## src/rtl/audio_sample_sink.sv

```systemverilog
`default_nettype none
// ============================================================================
// Module      : audio_sample_sink
// Description : Accepts 32-bit flash words carrying two signed 16-bit samples,
//               attenuates each sample by a power of two (signed, truncating
//               toward zero) and queues them in a small FIFO. A three-state
//               handshake FSM then feeds the samples one at a time to an audio
//               codec using a write_ready / write_s strobe protocol.
// Optional    : `define VOLUME_CTRL_EN adds the vol_shift port, which replaces
//               the fixed ATTEN_SHIFT exponent and is sampled at push time.
// Ports       : CLOCK_50        - clock, rising edge
//               rst_n           - synchronous active-low reset
//               in_valid/in_ready/in_data - upstream word handshake
//               write_ready     - codec can accept a sample
//               write_s         - codec write strobe
//               writedata_left/right - sample to codec (identical channels)
//               fifo_level      - FIFO occupancy in samples
//               underrun        - sticky: codec ready while FIFO empty
//               vol_shift       - runtime attenuation exponent (option only)
// Revision    : 1.0 - initial release
// ============================================================================
module audio_sample_sink #(
  parameter int DEPTH       = 8,  // power of two, at least 4
  parameter int ATTEN_SHIFT = 6
) (
  input  logic                   CLOCK_50,
  input  logic                   rst_n,
  input  logic                   in_valid,
  input  logic [31:0]            in_data,
  output logic                   in_ready,
  input  logic                   write_ready,
  output logic                   write_s,
  output logic [15:0]            writedata_left,
  output logic [15:0]            writedata_right,
  output logic [$clog2(DEPTH):0] fifo_level,
  output logic                   underrun
`ifdef VOLUME_CTRL_EN
  ,
  input  logic [3:0]             vol_shift
`endif
);

  localparam int                c_aw        = $clog2(DEPTH);
  localparam int                c_lw        = c_aw + 1;
  localparam logic [c_aw-1:0]   c_ptr_one   = c_aw'(1);
  localparam logic [c_aw-1:0]   c_ptr_two   = c_aw'(2);
  localparam logic [c_lw-1:0]   c_lvl_one   = c_lw'(1);
  localparam logic [c_lw-1:0]   c_lvl_two   = c_lw'(2);
  localparam logic [c_lw-1:0]   c_lvl_depth = c_lw'(DEPTH);
`ifndef VOLUME_CTRL_EN
  localparam logic [3:0]        c_atten     = 4'(ATTEN_SHIFT);
`endif

  typedef enum logic [1:0] {
    IDLE     = 2'd0,
    WAIT_RDY = 2'd1,
    WAIT_LOW = 2'd2
  } state_t;

  state_t            r_state;
  state_t            w_state_nxt;
  logic [c_aw-1:0]   r_wptr;
  logic [c_aw-1:0]   r_rptr;
  logic [c_lw-1:0]   r_level;
  logic [c_lw-1:0]   w_free;
  logic [15:0]       r_mem [DEPTH];
  logic [15:0]       r_data;
  logic              r_write_s;
  logic              r_underrun;
  logic              r_ever_written;
  logic              w_push;
  logic              w_pop;
  logic [3:0]        w_shift;
  logic [15:0]       w_att_lo;
  logic [15:0]       w_att_hi;

  // Signed divide by 2^n rounding toward zero: negative values get a bias of
  // 2^n-1 before the arithmetic shift so that the shift no longer rounds down.
  function automatic logic [15:0] f_atten(input logic [15:0] x, input logic [3:0] n);
    logic        [16:0] w_bias;
    logic signed [16:0] w_sum;
    w_bias = x[15] ? ((17'd1 << n) - 17'd1) : 17'd0;
    w_sum  = $signed({x[15], x}) + $signed(w_bias);
    w_sum  = w_sum >>> n;
    return w_sum[15:0];
  endfunction

`ifdef VOLUME_CTRL_EN
  assign w_shift = vol_shift;
`else
  assign w_shift = c_atten;
`endif

  assign w_att_lo = f_atten(in_data[15:0], w_shift);
  assign w_att_hi = f_atten(in_data[31:16], w_shift);

  // Each accepted word needs two free slots; gating on that means the FIFO
  // can never overflow even when a pop happens in the same cycle.
  assign w_free   = c_lvl_depth - r_level;
  assign in_ready = (w_free >= c_lvl_two);
  assign w_push   = in_valid && in_ready;

  // FSM next state and pop decision
  always_comb begin
    w_state_nxt = r_state;
    w_pop       = 1'b0;
    case (r_state)
      IDLE: begin
        if (r_level != '0) w_state_nxt = WAIT_RDY;
      end
      WAIT_RDY: begin
        if (write_ready) begin
          w_pop       = 1'b1;
          w_state_nxt = WAIT_LOW;
        end
      end
      WAIT_LOW: begin
        // r_level already reflects the pop made on entry to this state
        if (!write_ready) w_state_nxt = (r_level != '0) ? WAIT_RDY : IDLE;
      end
      default: w_state_nxt = IDLE;
    endcase
  end

  always_ff @(posedge CLOCK_50) begin
    if (!rst_n) begin
      r_state <= IDLE;
    end else begin
      r_state <= w_state_nxt;
    end
  end

  // Sample storage carries no reset; the pointers define what is valid.
  always_ff @(posedge CLOCK_50) begin
    if (w_push) begin
      r_mem[r_wptr]             <= w_att_lo;
      r_mem[r_wptr + c_ptr_one] <= w_att_hi;
    end
  end

  always_ff @(posedge CLOCK_50) begin
    if (!rst_n) begin
      r_wptr         <= '0;
      r_rptr         <= '0;
      r_level        <= '0;
      r_data         <= '0;
      r_write_s      <= 1'b0;
      r_underrun     <= 1'b0;
      r_ever_written <= 1'b0;
    end else begin
      if (w_push) r_wptr <= r_wptr + c_ptr_two;
      if (w_pop) begin
        r_rptr         <= r_rptr + c_ptr_one;
        r_data         <= r_mem[r_rptr];
        r_write_s      <= 1'b1;
        r_ever_written <= 1'b1;
      end else if (r_state == WAIT_LOW && !write_ready) begin
        r_write_s <= 1'b0;
      end
      r_level <= r_level + (w_push ? c_lvl_two : '0) - (w_pop ? c_lvl_one : '0);
      if (r_state == IDLE && write_ready && r_level == '0 && r_ever_written)
        r_underrun <= 1'b1;
    end
  end

  assign write_s         = r_write_s;
  assign writedata_left  = r_data;
  assign writedata_right = r_data;
  assign fifo_level      = r_level;
  assign underrun        = r_underrun;

endmodule
`default_nettype wire

```

## config.mk

```make
export PLATFORM = sky130hd
export DESIGN_NAME = audio_sample_sink
export DESIGN_NICKNAME = d
export VERILOG_FILES = /design/src/rtl/audio_sample_sink.sv
export SDC_FILE = /design/constraint.sdc
export NUM_CORES = 1
export LEC_CHECK = 0
export BUFFER_PORTS_ARGS = -buffer_cell sky130_fd_sc_hd__buf_2
export CAP_MARGIN = 10
export CORE_MARGIN = 8
export CORE_UTILIZATION = 60
export CTS_CLUSTER_DIAMETER = 150
export CTS_CLUSTER_SIZE = 25
export DETAILED_ROUTE_END_ITERATION = 16
export HOLD_SLACK_MARGIN = 0.03
export PLACE_DENSITY = 0.83
export SLEW_MARGIN = 10
export SYNTH_ARGS = -nofsm -noshare
export SYNTH_HDL_FRONTEND = slang
export SYNTH_SLANG_ARGS = --single-unit
```

## constraint.sdc

```tcl
create_clock -name CLOCK_50 -period 5.2 [get_ports CLOCK_50]
set_input_delay 0.78 -clock CLOCK_50 [delete_from_list [all_inputs] [get_ports CLOCK_50]]
set_output_delay 0.78 -clock CLOCK_50 [all_outputs]
set_load 0.05 [all_outputs]
```

==> impl_metrics.env <==
export IMPL_crit_required_ns=4.42
export IMPL_clock_latency_ns=0.52
export IMPL_irDropWorstVdd_mv=0.291
export IMPL_max_h_tree_level=4
export IMPL_cts_post_setup_buffers_inserted=0
export IMPL_synth_seq_area_share=0.610
export IMPL_netlist_instances=346
export IMPL_synth_edff_count=88
export IMPL_combinational_share_of_power=0.265
export IMPL_count_of_buffers_from_port_buffering=74
export IMPL_postSynthAreaPerCell_um2=14.9
export IMPL_critPathBufInv=2
export IMPL_routed_vias_inst=5.79
export IMPL_ios=75
export IMPL_internal_power_mw=2.19
export IMPL_timing_fmax_mhz=345
export IMPL_maxCapViolCount=0
export IMPL_critical_path_max_stage_delay_ns=0.41
export IMPL_instances_no_fill=528
export IMPL_switching_power_mw=1.06
export IMPL_1st_iter_drt_viols=201
export IMPL_avgRoutedWirePerCell_um=19.1
export IMPL_wirelength_um=10100
export IMPL_timing_clock_skew_ns=0.00847
export IMPL_root_buffer="clkbuf_8"
export IMPL_area_share_of_the_largest_cell_type_after_synthesis=0.513
export IMPL_timing_hold_worst_class="reg2reg"
export IMPL_synth_yosys_warnings=0
export IMPL_yosys_top_cells_area="edfxtp_1 51%, dfxtp_1 9.7%, mux4_2 9.6%"
export IMPL_layout_area_overhead_vs_synth_pct=17.0
export IMPL_report_final_setup_viol=0
export IMPL_yosysTopAreaCell="edfxtp_1"
export IMPL_die_area_um2=11800
export IMPL_num_antenna_cells=0
export IMPL_mostFrequentLayoutCells="88 x edfxtp_1, 74 x buf_2, 25 x dfxtp_1"
export IMPL_route_vias_total=3058
export IMPL_fin_setup_tns_ns=0
export IMPL_multi_input_area_um2=1740
export IMPL_grt_pass1_vias=3043
export IMPL_max_slew_worst_pin_slew_ns=1.18
export IMPL_relSlewSlack=0.215
export IMPL_postSynthRegisterBits=113
export IMPL_yosys_cell_types_count=41
export IMPL_async_flop_share=0
export IMPL_rows=34
export IMPL_drive_gt1_frac=0.326
export IMPL_initial_cell_density_of_the_core=0.606
export IMPL_status="completed"
export IMPL_dp_hpwl_um=6460
export IMPL_drv_slew=0
export IMPL_report_final_hold_viol_count=0
export IMPL_nNetsFinal=465
export IMPL_core_um2=8510
export IMPL_final_min_period_over_clock_period=0.557
export IMPL_grt_usage=0.180
export IMPL_clkSlewWorstSetupHoldPaths_ns=0.06
export IMPL_critPathKind="reg2out"
export IMPL_grt_ovfl_total=0
export IMPL_detail_route_first_pass_iterations=4
export IMPL_global_route_wire_length_before_repair_um=15800
export IMPL_sw_frac_of_total=0.326
export IMPL_grt_max_degree=27
export IMPL_area_sequential_um2=3140
export IMPL_worst_slack_ns=2.30
export IMPL_cts_hold_fix_buffers=0
export IMPL_synth_nets=404
export IMPL_synth_main_ff_cell="edfxtp_1"
export IMPL_worst_path_max_delay_cell="or3_2"
export IMPL_drc_errors=0
export IMPL_rsz0062_at_grt="false"
export IMPL_powerDensity_nw_per_um2=538
export IMPL_layout_cells_most_common="edfxtp_1"
export IMPL_critical_path_top_delay_family="simple AND/OR/NAND/NOR gates"
export IMPL_clock_path_buffers=2
export IMPL_cts_sinks=113
export IMPL_antenna_found_initial=0
export IMPL_detailedPlace_worstSlack_ns=2.50
export IMPL_tritoncts_clock_tree="yes"
export IMPL_netlist_area_um2=5150
export IMPL_shortest_clock_period_the_worst_path_allows_after_layout_ns=2.90
export IMPL_ctsResizeCount=0
export IMPL_fp_dieW_um=109
export IMPL_critical_path_max_fanout=4
export IMPL_dpl_cell_count=496
export IMPL_critical_path_arrival_ns=2.12
export IMPL_crit_path_end_kind="primary output"
export IMPL_worstPathCellList="inv_1, ha_1, nor3b_1, a31oi_1, or3_2, buf_2"
export IMPL_critPathLaunchType="flop"
export IMPL_dieHeight_um=109
export IMPL_p_seq_frac=0.383
export IMPL_p_clk_frac=0.352
export IMPL_p_leak_nw=2.26
export IMPL_inserted_clock_buffers=17
export IMPL_drt_antenna_net_count=0
export IMPL_nFillCells=553
export IMPL_gp_congestion=0.773
power groups by stage:
stage | logic (mW) | clock network [mW] | registers, mW
6_report | 0.861 | 1.14 | 1.24
5_1_grt | 0.931 | 1.19 | 1.26
4_1_cts | 0.871 | 1.15 | 1.24
3_5_place_dp | 0.859 | 0 | 1.26
3_3_place_gp | 0.841 | 0 | 1.25
2_1_floorplan | 0.612 | 0 | 1.35
cell type report:
class,instances,area share
clock buffer,19,0.0715
clock inverter,13,0.0268
inverter,11,0.00684
multi-input combinational,189,0.289
sequential,113,0.521
tap,108,0.0224
timing repair buffer,75,0.0626
cells in the mapped netlist (all sizes together), types with 10 or more instances:
master	instances
buf	30
a21oi	17
ha	21
inv	11
edfxtp	88
and2	14
xnor2	18
mux2i	12
mux4	22
o21ai	16
dfxtp	25
nand3	10
nand2	13
registers in the layout, summed over array words and instances (netlist names):
name / count
r_ever_written: 1
r_state: 2
underrun: 1
r_rptr: 3
r_wptr: 2
write_s: 1
r_mem: 88
fifo_level: 4
writedata_left: 11
path summary, 6_finish.rpt:
check,start,endpoint,slack (ns),depth (start not counted)
min reg2reg,underrun,underrun,0.46,1
min,underrun,underrun,0.46,1
max,fifo_level[0],in_ready,2.30,6
max reg2reg,fifo_level[0],fifo_level[3],2.56,13
per-stage QoR:
| stage | area, um2 | total power [mW] | hold slack (ns) | util |
|---|---|---|---|---|
| final | 6030 | 3.25 | 0.462 | 0.709 |
| after global placement | 5440 | 2.09 | 0.445 | 0.639 |
| after detailed placement | 5440 | 2.12 | 0.454 | 0.639 |
| after global routing | 6030 | 3.38 | 0.497 | 0.709 |
| after floorplan | 5150 | 1.96 | 0.440 | - |
| after CTS | 6030 | 3.26 | 0.468 | 0.709 |
metal layers:
| layer | track usage | share of wire |
|---|---|---|
| met2 | 0.276 | 0.47 |
| met5 | 0 | 0 |
| met3 | 0.0591 | 0.096 |
| met1 | 0.230 | 0.42 |
| met4 | 0.0802 | 0.016 |
logic make-up after synthesis:
kind of cell	synth area share
flops	0.610
mux	0.119
buf+inv	0.0522
fa+ha+maj	0.0549
compound gates	0.0561
xor+xnor	0.0374
simple gates	0.0704
(Power assumes the default switching activity.)
